### src/rtl/uart_tx.sv
// UART transmitter: start bit, DATA_W data bits LSB first, stop bit.
// Define UART_TX_PARITY_EN to add a parity bit before the stop bit.
module uart_tx #(
  parameter int DATA_W        = 8,
  parameter int TICKS_PER_BIT = 16,
  parameter int PARITY_ODD    = 0
) (
  input  logic              clk,
  input  logic              rst,
  input  logic              b_tick,
  input  logic              start_trig,
  input  logic [DATA_W-1:0] tx_data,
  output logic              tx,
  output logic              tx_busy,
  output logic              tx_done
);

  localparam int TW = (TICKS_PER_BIT > 1) ? $clog2(TICKS_PER_BIT) : 1;
  localparam int BW = (DATA_W > 1) ? $clog2(DATA_W) : 1;
  localparam logic [TW-1:0] TICK_LAST = TW'(TICKS_PER_BIT - 1);
  localparam logic [BW-1:0] BIT_LAST  = BW'(DATA_W - 1);

`ifdef UART_TX_PARITY_EN
  localparam logic PAR_INV = 1'(PARITY_ODD != 0);
  typedef enum logic [2:0] {
    IDLE, START, DATA, PARITY, STOP
  } state_t;
`else
  typedef enum logic [1:0] {
    IDLE, START, DATA, STOP
  } state_t;
`endif

  state_t            state_q, state_d;
  logic [TW-1:0]     tick_q, tick_d;
  logic [BW-1:0]     bit_q, bit_d;
  logic [DATA_W-1:0] sh_q, sh_d;
  logic              tx_q, tx_d;
  logic              busy_q, busy_d;
  logic              done_q, done_d;
  logic              bit_end;
`ifdef UART_TX_PARITY_EN
  logic              par_q, par_d;
`endif

  assign bit_end = b_tick && (tick_q == TICK_LAST);

  always_comb begin
    state_d = state_q;
    tick_d  = tick_q;
    bit_d   = bit_q;
    sh_d    = sh_q;
    tx_d    = tx_q;
    busy_d  = busy_q;
    done_d  = 1'b0;
`ifdef UART_TX_PARITY_EN
    par_d   = par_q;
`endif
    // Ticks seen in the accept cycle are ignored (state is still IDLE).
    if (state_q != IDLE && b_tick) begin
      tick_d = bit_end ? '0 : tick_q + TW'(1);
    end
    case (state_q)
      IDLE: begin
        tx_d   = 1'b1;
        busy_d = 1'b0;
        if (start_trig) begin
          sh_d    = tx_data;
          tick_d  = '0;
          bit_d   = '0;
          busy_d  = 1'b1;
          tx_d    = 1'b0;
          state_d = START;
`ifdef UART_TX_PARITY_EN
          par_d   = (^tx_data) ^ PAR_INV;
`endif
        end
      end
      START: begin
        if (bit_end) begin
          tx_d    = sh_q[0];
          state_d = DATA;
        end
      end
      DATA: begin
        if (bit_end) begin
          sh_d  = sh_q >> 1;
          bit_d = bit_q + BW'(1);
          if (bit_q == BIT_LAST) begin
`ifdef UART_TX_PARITY_EN
            tx_d    = par_q;
            state_d = PARITY;
`else
            tx_d    = 1'b1;
            state_d = STOP;
`endif
          end else begin
            tx_d = sh_d[0];
          end
        end
      end
`ifdef UART_TX_PARITY_EN
      PARITY: begin
        if (bit_end) begin
          tx_d    = 1'b1;
          state_d = STOP;
        end
      end
`endif
      STOP: begin
        if (bit_end) begin
          tx_d    = 1'b1;
          busy_d  = 1'b0;
          done_d  = 1'b1;
          state_d = IDLE;
        end
      end
      default: begin
        tx_d    = 1'b1;
        busy_d  = 1'b0;
        state_d = IDLE;
      end
    endcase
  end

  always_ff @(posedge clk) begin
    if (rst) begin
      state_q <= IDLE;
      tick_q  <= '0;
      bit_q   <= '0;
      sh_q    <= '0;
      tx_q    <= 1'b1;
      busy_q  <= 1'b0;
      done_q  <= 1'b0;
`ifdef UART_TX_PARITY_EN
      par_q   <= 1'b0;
`endif
    end else begin
      state_q <= state_d;
      tick_q  <= tick_d;
      bit_q   <= bit_d;
      sh_q    <= sh_d;
      tx_q    <= tx_d;
      busy_q  <= busy_d;
      done_q  <= done_d;
`ifdef UART_TX_PARITY_EN
      par_q   <= par_d;
`endif
    end
  end

  assign tx      = tx_q;
  assign tx_busy = busy_q;
  assign tx_done = done_q;

endmodule

### config.mk
export PLATFORM = sky130hd
export DESIGN_NAME = uart_tx
export DESIGN_NICKNAME = d
export VERILOG_FILES = /design/src/rtl/uart_tx.sv
export SDC_FILE = /design/constraint.sdc
export NUM_CORES = 1
export LEC_CHECK = 0
export CAP_MARGIN = 15
export CELL_PAD_IN_SITES_DETAIL_PLACEMENT = 1
export CELL_PAD_IN_SITES_GLOBAL_PLACEMENT = 1
export CORE_MARGIN = 4
export CORE_UTILIZATION = 35
export CTS_BUF_LIST = sky130_fd_sc_hd__clkbuf_8
export DETAILED_ROUTE_END_ITERATION = 8
export PLACE_DENSITY_LB_ADDON = 0.1
export SLEW_MARGIN = 20
export SYNTH_ARGS = -nofsm -noshare
export SYNTH_HDL_FRONTEND = slang
export SYNTH_SLANG_ARGS = --single-unit
### constraint.sdc
create_clock -name clk -period 2.2 [get_ports clk]
set_clock_uncertainty 0.1 [all_clocks]
set_input_delay 0.22 -clock clk [delete_from_list [all_inputs] [get_ports clk]]
set_output_delay 0.22 -clock clk [all_outputs]
set_load 0.03 [all_outputs]
# Word level (Yosys, flattened, before mapping)
# Index checks and enable logic that the tools add are counted.
[totals]
out_inout_bits = 3
in_bits = 12
register_bits = 20
[classes]
eq_ne = 10
addsub = 2
n_reduce_logical = 11
mux = 26
n_bitwise = 1
[ops]
columns = ["operator", "count"]
rows = [
  ["4-bit two-way mux", 4],
  ["8-bit two-way mux", 2],
  ["8-bit one-hot mux with 2 select lines", 1],
  ["2-bit two-way mux", 5],
  ["2-bit inequality test, second input constant", 5],
  ["1-bit two-way mux", 8],
  ["2-bit one-hot mux with 4 select lines", 1],
  ["3-bit two-way mux", 2],
  ["3-bit one-hot mux with 2 select lines", 1],
  ["3-bit AND reduction", 2],
  ["2-bit nonzero test", 3],
  ["5-bit AND reduction", 1],
  ["4-bit by 1-bit adder with 4-bit output, second input constant", 1],
  ["2-bit == test, second input constant", 2],
  ["4-bit == test, second input constant", 1],
  ["1-bit one-hot mux with 4 select lines", 1],
  ["3-bit by 1-bit adder with 3-bit output, second input constant", 1],
  ["3-bit == test, second input constant", 1],
  ["2-bit by 1-bit == test with 1-bit output, second input constant", 1],
  ["1-bit logical AND", 2],
  ["2-bit logical NOT", 1],
  ["1-bit one-hot mux with 2 select lines", 1],
  ["2-bit AND reduction", 1],
  ["2-bit OR reduction", 1],
  ["1-bit NOT", 1],
]

# Logic depth before layout (Yosys ltp)
# Gate-level depths: netlist (run 1).
[depth]
word_depth = 6
mapped_depth = 7

# Worst setup path after synthesis (run 1)
# OpenSTA, ideal clock, no wires.
[synth_timing]
kind = "register -> register"
start = "register state_q[0]"
end = "register bit_q[0]"
synth_period_minus_slack_ns = 1.683
arrival_ns = 1.446
setup_ns = 0.137
required_time_ns = 1.963
setup_slack_ns = 0.517
path_stages_with_launch = 8
path_cell_list = "dfxtp_1 -> inv_1 -> ha_1 -> and2b_1 -> a211oi_4 -> buf_6 -> mux2i_1 -> nor2_1"
[synth_via]
elab_chain_len = 3
elab_cells_between_ends = 7
cone_classes = "eq/ne: 3; mux: 1; reduce/logical: 3"
[synth_rtl]
columns = ["element", "line_no", "source"]
rows = [
  ["start: declaration", "34", "state_t state_q, state_d;"],
  ["start signal: assignment", "139", "state_q <= state_d;"],
  ["2-bit == test or 2-bit logical NOT (tied branches)", "63", "case (state_q)"],
  ["2-bit inequality test (no source line) or 2-bit nonzero test (tied branches)", "--", ""],
  ["3-bit AND reduction (no source line)", "--", ""],
  ["end signal: assignment", "141", "bit_q <= bit_d;"],
  ["end: declaration", "36", "logic [BW-1:0] bit_q, bit_d;"],
]
# Several ways; a longest one is shown, not always the timed one.
# A chain may end at the register's enable or synchronous reset.

# Worst setup path after layout (run 1)
# Ends and elaborated chain as after synthesis.

==> results of run 1 <==
cells in the final DEF (no fill, tap or decap), drive strengths merged, types with 3 or more instances in the layout:
master	Yosys	layout
nand2	7	7
mux2i	9	9
clkbuf	2	3
dfxtp	20	20
ha	7	7
a211oi	9	9
a21oi	9	9
nand2b	7	7
buf	3	4
clkdlybuf4s50	0	14
nor2	15	15
cell usage after synthesis (2+ instances only):
cell,n
a21oi_2,3
nand3_2,2
nor2_1,15
a21oi_1,6
nand2b_1,7
a211oi_2,7
buf_6,3
nand2_1,7
or3_1,2
mux2i_1,9
nor2b_1,2
o21ai_0,2
dfxtp_1,20
ha_1,7
inv_1,2
clkbuf_1,2
critical path, stage by stage, from the launching register on:
cell	delay (ps)
dfxtp_1	370
inv_1	90
ha_1	290
and2b_1	240
a211oi_4	220
buf_12	210
mux2i_1	200
nor2_1	60
through the flow:
stage	total power, mW	hold slack (ps)	util	setup WS (ps)	std cells
after global routing	1.755	411.6	0.4422	196.2	171
after global placement	1.381	367.2	0.4287	293.8	168
final	1.622	381.3	0.4422	307.1	171
after detailed placement	1.416	371.8	0.4287	249.5	168
after CTS	1.661	384.3	0.4422	288.6	171
after floorplan	1.226	266.2	-	516.9	111
registers in the layout, indices dropped and copies added (netlist names):
signal,count
bit_q,3
sh_q,8
tx_done,1
tx,1
tx_busy,1
tick_q,4
state_q,2
worst max path at each step:
stage,startpoint,to,cells past startpoint
3_3_place_gp,b_tick,bit_q[0],6
2_1_floorplan,state_q[0],bit_q[0],7
5_1_grt,state_q[1],bit_q[0],7
6_report,state_q[0],bit_q[0],7
3_5_place_dp,b_tick,bit_q[0],6
4_1_cts,state_q[0],bit_q[0],7
power groups by stage:
stage          Sequential, mW  Combinational [mW]  Clock (mW)
6_report                0.519               0.871       0.232
5_1_grt                 0.536               0.956       0.263
2_1_floorplan           0.536               0.691           0
3_5_place_dp            0.530               0.886           0
4_1_cts                 0.521               0.891       0.249
3_3_place_gp            0.524               0.857           0
metal layers:
layer  GRT usage  share of wire  vias up  wire length, um
met3     0.03163          0.038        2               86
met1      0.1432           0.47      400             1068
li1            -              -      427                -
met5           0              0        -                0
met4     0.03958         0.0083        0               19
met2      0.2204           0.49       13             1106
kinds of logic after synthesis:
logic type	count (synthesis)
and+or+nand+nor	41
AOI/OAI and AO/OA	26
DFF	20
muxes	9
buffers and inverters	7
adders and majority gates	7
xor gates and xnor gates	1
area by class of cell:
| class | count | area, sq um |
|---|---|---|
| multi-input cells | 84 | 663.1 |
| clock buffers | 3 | 41.29 |
| flip-flops and latches | 20 | 400.4 |
| well taps | 44 | 55.05 |
| inverters | 2 | 7.507 |
| fillers | 364 | 1703 |
| repair buffers | 18 | 182.7 |
==> results.ini, run 1 <==
[placement]
port_buffers = 14
gp_congestion = 0.7229
placed_cell_area_sq_um = 1309
hpwl_um = 1802

[sta]
period_share = 0.8604
slew_viol_final = 0
max_freq_mhz = 528.3
rsz0062_at_grt = no
tightest_slew_ps = 337.6
slew_headroom = 0.7743
hold_viol_final = 0
finalSetupTns_ps = 0
period_minus_slack_ps = 1893
final-setup-viol-count = 0

[clock_network]
cts_buffers = 3
cts_buffer_depth = 2
cts_resized = 0
clock_latency_ps = 250
post_cts_buffers = 0
cts_sinks = 20
cts.htree.levels = 1
ctsHoldBuffers = 0
clk_pin_slew_worst_paths_ps = 70
cts-root-buf = clkbuf_8
tritoncts = yes

[power]
pwr-share-clk = 0.143
p_switching_mw = 0.6351
power_density_nw_per_um2 = 1201
ir_worst_vdd_mv = 0.4887
p_leak_nw = 0.5155
p_comb_frac = 0.537
cell_internal_pwr_mw = 0.9865
switching_share = 0.3917
seq_power_share = 0.320

[route]
wl_per_cell_um = 13.33
drc = 0
drt-total-wl_um = 2280
firstDrtPassIters = 4
postRouteAntennaNets = 0
via_per_inst = 4.924
first_iter_violations = 42
vias = 842

[logic_synthesis]
synth_edf_count = 0
yosys_warnings = 0
synthesis.area_sq_um = 1112
synth_top_family_by_area = simple AND/OR/NAND/NOR gates
yosys.area_share.xor_xnor = 0.007874
synth_compound_area_frac = 0.2115
synthAdderAreaFrac = 0.07874
ys_seq_area_frac = 0.3600
syn_area_per_cell_sq_um = 10.02
synth_top_cell_area_share = 0.3600
yosys.area_share.simple = 0.2171
ys.flop_type = dfxtp_1
ys_top_cells_by_area = dfxtp_1 36%, mux2i_1 8.1%, a211oi_2 7.9%
async_reset_ff_frac = 0
syn_inst = 111
muxShareOfSynthArea = 0.08099
synth_top_area_cell = dfxtp_1
synth_seq_cells = 20
ys_types = 31
syn-num-nets = 130

[global_route]
antenna_found_initial = 0
track_usage = 0.1237
overflow = 0
grt_max_degree = 22
grt_pass1_wl_um = 4057
grt_pass1_vias = 889

[setup_path]
critPathCaptureType = flop
reg2reg_setup_slack_ps = 310
rr_worst_depth = 7
r2r-start = state_q[0]
crit_fanout = 21
crit_required_ps = 2240
reg2reg_to = bit_q[0]
start_kind = flop
timing_worst_setup_path_type = flop to flop
cp.arrival_ps = 1930

[floorplanning]
design.core.area_sq_um = 3053
num_io_pins = 15
start_util = 0.3643
die_x_um = 64.38
die_h_um = 64.38
rows = 20
dieArea_sq_um = 4144

[hold_path]
hold_class = flop to flop
hold-path-endpoint = sh_q[7]
min_delay_path_depth = 2
min_from = sh_q[7]

[cells_and_area]
num_antenna_cells = 0
drive_gt1_frac = 0.1732
area_delta_synth_final_pct = 21.37
fin_area_sq_um = 1350
final_nets = 148

[outcome]
status = finished, final reports clean

[run]
cap_violations = 0

Power figures use the tool's default switching activity.
==> run 2, diff against run 1 <==
==> config.mk (replaced) <==
export PLATFORM = sky130hd
export DESIGN_NAME = uart_tx
export DESIGN_NICKNAME = d
export VERILOG_FILES = /design/src/rtl/uart_tx.sv
export SDC_FILE = /design/constraint.sdc
export NUM_CORES = 1
export LEC_CHECK = 0
export ABC_AREA = 1
export CAP_MARGIN = 15
export CORE_MARGIN = 4
export CORE_UTILIZATION = 35
export CTS_BUF_LIST = sky130_fd_sc_hd__clkbuf_8
export DETAILED_ROUTE_END_ITERATION = 8
export SLEW_MARGIN = 20
export SYNTH_ARGS = -nofsm -noshare
export SYNTH_HDL_FRONTEND = slang
export SYNTH_SLANG_ARGS = --single-unit
==> run 2 against run 1 <==
Net effect: power down 0.96%; critical path depth rose by 2; area after synthesis increased by 12%; synthesized cell count rose by 59%; clock-buffer cell count stayed put; sequential power grew 3%; first-iteration DRC count decreased by 4.8%; non-clock buffer count is 2 lower; final area grew 5.9%; wire length fell by 0.18%; setup slack better by 110 ps; critical endpoint unchanged; largest cell class unchanged.
==> results.ini, run 2 <==
[outcome]
status = finished, final reports clean  ; unchanged

[hold_path]
min_from = tick_q[2]  ; was sh_q[7]
hold_class = flop to flop  ; unchanged

[clock_network]
clk_pin_slew_worst_paths_ps = 70  ; about the same
cts_buffers = 3  ; unchanged
clock_latency_ps = 250  ; about the same
ctsHoldBuffers = 0  ; unchanged
cts.htree.levels = 1  ; unchanged
cts_buffer_depth = 2  ; unchanged
cts_resized = 0  ; unchanged
cts_sinks = 20  ; unchanged
tritoncts = yes  ; unchanged
cts-root-buf = clkbuf_8  ; unchanged
post_cts_buffers = 0  ; unchanged

[sta]
final-setup-viol-count = 0  ; unchanged
period_minus_slack_ps = 1785  ; was 1893 ps
tightest_slew_ps = 485.4  ; was 337.6 ps
hold_viol_final = 0  ; unchanged
slew_viol_final = 0  ; unchanged
rsz0062_at_grt = no  ; unchanged
max_freq_mhz = 560.3  ; was 528.3 MHz
finalSetupTns_ps = 0  ; unchanged
period_share = 0.8113  ; was 0.8604
slew_headroom = 0.6752  ; was 0.7743

[setup_path]
start_kind = flop  ; unchanged
critPathCaptureType = flop  ; unchanged
cp.arrival_ps = 1880  ; was 1930 ps
reg2reg_setup_slack_ps = 420  ; was 310 ps
r2r-start = state_q[0]  ; unchanged
crit_fanout = 22  ; was 21
worstSetupStartpoint = state_q[0]  ; unchanged
timing_worst_setup_path_type = flop to flop  ; unchanged
crit_required_ps = 2300  ; was 2240 ps

[run]
cap_violations = 0  ; unchanged

[route]
wl_per_cell_um = 9.726  ; was 13.33 um
firstDrtPassIters = 4  ; unchanged
drt-total-wl_um = 2276  ; was 2280 um
vias = 1063  ; was 842
postRouteAntennaNets = 0  ; unchanged
drc = 0  ; unchanged
via_per_inst = 4.543  ; was 4.924
first_iter_violations = 40  ; was 42

[floorplanning]
die_x_um = 67.73  ; was 64.38 um
num_io_pins = 15  ; unchanged
rows = 21  ; was 20
design.core.area_sq_um = 3390  ; was 3053 sq um
start_util = 0.3684  ; was 0.3643
dieArea_sq_um = 4587  ; was 4144 sq um
die_h_um = 67.73  ; was 64.38 um

[placement]
port_buffers = 14  ; unchanged
placed_cell_area_sq_um = 1389  ; was 1309 sq um
hpwl_um = 1704  ; was 1802 um
gp_congestion = 0.7503  ; was 0.7229

[cells_and_area]
largest_register = sh_q  ; unchanged
layout_common_cells = 53 x nand2_1, 20 x dfxtp_1, 19 x nor2_1, 15 x inv_1  ; was 20 x dfxtp_1, 15 x nor2_1, 14 x clkdlybuf4s50_1, 9 x mux2i_1
num_antenna_cells = 0  ; unchanged
final_common_cell = nand2_1  ; was dfxtp_1
drive_gt1_frac = 0.1383  ; was 0.1732
fin_area_sq_um = 1430  ; was 1350 sq um
fin_util = 0.4219  ; was 0.4422
reg_top3 = sh_q x8, tick_q x4, bit_q x3  ; unchanged
final_nets = 209  ; was 148
largest_register_ffs = 8  ; unchanged
area_delta_synth_final_pct = 14.53  ; was 21.37%

[global_route]
overflow = 0  ; unchanged
grt_max_degree = 23  ; was 22
grt_pass1_vias = 904  ; was 889
antenna_found_initial = 0  ; unchanged
track_usage = 0.1121  ; was 0.1237
grt_pass1_wl_um = 3905  ; was 4057 um

[logic_synthesis]
synth_seq_cells = 20  ; unchanged
ys.flop_type = dfxtp_1  ; unchanged
synth_top_cell_area_share = 0.3206  ; was 0.3600
yosys_warnings = 0  ; unchanged
async_reset_ff_frac = 0  ; unchanged
synthesis.area_sq_um = 1249  ; was 1112 sq um
synth_edf_count = 0  ; unchanged
ys_top_cells_by_area = dfxtp_1 32%, nand2_1 16%, nand3_2 8.0%  ; was dfxtp_1 36%, mux2i_1 8.1%, a211oi_2 7.9%
ys_types = 21  ; was 31
syn_inst = 176  ; was 111
synth_top_area_cell = dfxtp_1  ; unchanged
ys_seq_area_frac = 0.3206  ; was 0.3600
syn_area_per_cell_sq_um = 7.095  ; was 10.02 sq um
syn-num-nets = 195  ; was 130
yosysMostFrequentCell = nand2_1  ; was dfxtp_1
synth_common_cells = 53 x nand2_1, 20 x dfxtp_1, 19 x nor2_1  ; was 20 x dfxtp_1, 15 x nor2_1, 9 x mux2i_1

[power]
p_total_mw = 1.606  ; was 1.622 mW
p_leak_nw = 0.6379  ; was 0.5155 nW
power_density_nw_per_um2 = 1123  ; was 1201 nW/um^2
ir_worst_vdd_mv = 0.4589  ; was 0.4887 mV

run 2: changes by cell type in the layout (fill, tap and decap cells not counted), moves of 4 or more:
cell,previous run,this run
nand3_2,2,10
inv_1,2,15
nor2_1,15,19
and2_0,0,7
nand2_1,7,53
nand3_1,0,6
a21oi_1,6,14
mux2i_1,9,0
a211oi_2,7,0
nand2b_1,7,0
run 2: stage by stage:
stage	instances	setup WS [ps]	hold WS [ps]
after floorplan	176	700.0	196.8
after global placement	231	431.6	353.5
after detailed placement	231	389.0	353.3
after CTS	234	393.4	365.0
after global routing	234	256.1	397.9
final	234	415.2	361.4
run 2: path summary, 6_finish.rpt:
path,cells past startpoint,endpoint
setup / recovery,9,bit_q[0]
setup reg to reg,9,bit_q[0]
hold / removal,2,tick_q[2]
hold reg to reg,2,tick_q[2]
run 2: layout make-up:
class	count	area [sq um]
timing repair buffer	16	155.1
fill	370	1959
tap	46	57.56
clock buffer	3	41.29
sequential	20	400.4
multi-input combinational	132	711.9
inverter	17	63.81
run 2: where the power goes:
part           switching (mW)  internal, mW  total, mW
clock                   0.114         0.122      0.236
sequential             0.0658         0.467      0.533
combinational           0.504         0.333      0.837
run 2: cell families (layout without fill, tap and decap cells):
logic type | Yosys count | after routing | share of synthesized area
AOI/OAI and AO/OA | 21 | 21 | 0.09219
adders and majority gates | 7 | 7 | 0.07014
buffers and inverters | 24 | 36 | 0.1092
DFF | 20 | 20 | 0.3206
and+or+nand+nor | 104 | 104 | 0.4078
run 2: layer usage:
| metal | vias up | wire length, um | GRT usage | share of wire |
|---|---|---|---|---|
| met5 | - | 0 | 0 | 0 |
| met4 | 0 | 34 | 0.04557 | 0.015 |
| met1 | 465 | 1128 | 0.1487 | 0.50 |
| met2 | 12 | 1026 | 0.1665 | 0.45 |
| met3 | 4 | 87 | 0.03494 | 0.038 |
| li1 | 582 | - | - | - |
run 2: worst max-delay path, stage by stage (launching register included):
cell and delay, ps:
dfxtp_1 340, inv_1 80, ha_1 380, nor2_2 110
nor2_4 100, buf_4 290, nand3_1 110, nand2_1 70
inv_1 30, nor2_1 90
==> run 3, diff against run 2 <==
==> constraint.sdc (replaced) <==
create_clock -name clk -period 1.76 [get_ports clk]
set_clock_uncertainty 0.1 [all_clocks]
set_input_delay 0.176 -clock clk [delete_from_list [all_inputs] [get_ports clk]]
set_output_delay 0.176 -clock clk [all_outputs]
set_load 0.03 [all_outputs]
==> run 3 against run 2 <==
Net effect: power grew 36%; global-route usage grew 0.52 points; utilization up 2.5 points; critical path type unchanged; critical endpoint is now tick_q[3]; largest power group unchanged.
==> results.ini, run 3 (synthesized netlist as in run 2, its figures left out) <==
[outcome]
status = finished, final reports clean  ; unchanged

[setup_path]
crit_required_ps = 1810  ; was 2300 ps
cp.arrival_ps = 1590  ; was 1880 ps
timing_worst_setup_path_type = flop to flop  ; unchanged
critPathCaptureType = flop  ; unchanged
crit_fanout = 5  ; was 22
start_kind = flop  ; unchanged

[clock_network]
clk_pin_slew_worst_paths_ps = 80  ; was 70 ps
cts.htree.levels = 1  ; unchanged
cts_buffer_depth = 2  ; unchanged
tritoncts = yes  ; unchanged
cts_buffers = 3  ; unchanged
ctsHoldBuffers = 0  ; unchanged
cts_sinks = 20  ; unchanged
cts_resized = 0  ; unchanged
cts-root-buf = clkbuf_8  ; unchanged
clock_latency_ps = 260  ; was 250 ps
post_cts_buffers = 0  ; unchanged

[sta]
slew_viol_final = 0  ; unchanged
final-setup-viol-count = 0  ; unchanged
period_minus_slack_ps = 1541  ; was 1785 ps
tightest_slew_ps = 304.9  ; was 485.4 ps
finalSetupTns_ps = 0  ; unchanged
slew_headroom = 0.7961  ; was 0.6752
max_freq_mhz = 649.0  ; was 560.3 MHz
worst_hold_slack_ps = 366.2  ; was 361.4 ps
period_share = 0.8755  ; was 0.8113
rsz0062_at_grt = no  ; unchanged
hold_viol_final = 0  ; unchanged
setup_slack_ps = 219.1  ; was 415.2 ps

[floorplanning]
start_util = 0.3684  ; unchanged
design.core.area_sq_um = 3390  ; unchanged
rows = 21  ; unchanged
num_io_pins = 15  ; unchanged
dieArea_sq_um = 4587  ; unchanged
die_h_um = 67.73  ; unchanged
die_x_um = 67.73  ; unchanged

[placement]
port_buffers = 14  ; unchanged
hpwl_um = 1779  ; was 1704 um
dp_slack_ps = 187.0  ; was 389.0 ps
gp_congestion = 0.8037  ; was 0.7503
placed_cell_area_sq_um = 1459  ; was 1389 sq um

[cells_and_area]
drive_gt1_frac = 0.1692  ; was 0.1383
largest_register = sh_q  ; unchanged
reg_top3 = sh_q x8, tick_q x4, bit_q x3  ; unchanged
fin_area_sq_um = 1514  ; was 1430 sq um
nFillCells = 345  ; was 370
regArea_sq_um = 400.4  ; unchanged
area_delta_synth_final_pct = 21.24  ; was 14.53%
final_nets = 215  ; was 209
num_antenna_cells = 0  ; unchanged
multiInputGateArea_sq_um = 711.9  ; unchanged
layout_common_cells = 53 x nand2_1, 20 x dfxtp_1, 19 x nor2_1, 15 x inv_1  ; unchanged
final_common_cell = nand2_1  ; unchanged
largest_register_ffs = 8  ; unchanged

[route]
drt-total-wl_um = 2320  ; was 2276 um
via_per_inst = 4.386  ; was 4.543
wl_per_cell_um = 9.627  ; was 9.726 um
firstDrtPassIters = 5  ; was 4
vias = 1057  ; was 1063
first_iter_violations = 39  ; was 40
drc = 0  ; unchanged
postRouteAntennaNets = 0  ; unchanged

[global_route]
grt_pass1_wl_um = 4105  ; was 3905 um
grt_max_degree = 23  ; unchanged
grt_pass1_vias = 941  ; was 904
track_usage = 0.1173  ; was 0.1121
antenna_found_initial = 0  ; unchanged
overflow = 0  ; unchanged

[power]
p_leak_nw = 0.6845  ; was 0.6379 nW
ir_worst_vdd_mv = 0.6628  ; was 0.4589 mV
power_density_nw_per_um2 = 1441  ; was 1123 nW/um^2
p_total_mw = 2.182  ; was 1.606 mW

[run]
cap_violations = 0  ; unchanged

[hold_path]
hold_class = flop to flop  ; unchanged

## run 3: cell types whose count changed in the layout (fill, tap and decap cells not counted), sizes merged
| cell | change |
|---|---|
| clkbuf | +1 |
| buf | +6 |
## run 3: cell type report
type | instances | share of cell area
timing repair buffer | 22 | 0.1488
inverter | 17 | 0.04215
multi-input combinational | 132 | 0.4702
clock buffer | 4 | 0.03636
sequential | 20 | 0.2645
tap | 46 | 0.03802
## run 3: worst paths after layout
check | startpoint | endpoint | slack, ps | cells past startpoint
max | state_q[1] | tick_q[3] | 220 | 10
min | tick_q[2] | tick_q[2] | 370 | 2
min reg2reg | tick_q[2] | tick_q[2] | 370 | 2
max reg2reg | state_q[1] | tick_q[3] | 220 | 10
## run 3: power breakdown
part	total (mW)	internal, mW	switching, mW	leakage [nW]
logic	1.18	0.517	0.662	0.491
registers	0.658	0.584	0.0740	0.165
clock network	0.345	0.199	0.146	0.0288
total	2.18	1.30	0.882	0.685
## run 3: stage by stage
| step | instances | utilization |
|---|---|---|
| global placement | 237 | 0.4304 |
| finish | 241 | 0.4467 |
| global route | 241 | 0.4467 |
| floorplan | 176 | - |
| CTS | 241 | 0.4467 |
| detailed placement | 237 | 0.4304 |
## run 3: critical path: stages, from the launching register on
cell	delay, ps
dfxtp_1	380
inv_1	80
ha_1	230
inv_2	100
nand2_1	60
inv_1	130
nand2_1	110
nor2_1	100
nand2_1	50
nand2_1	60
nor2_1	30
## run 3: metal layers
metal / global-route usage / share of wire
met4: 0.03038 / 0.0073
met2: 0.1871 / 0.48
met3: 0.03993 / 0.027
met5: 0 / 0
met1: 0.1497 / 0.49
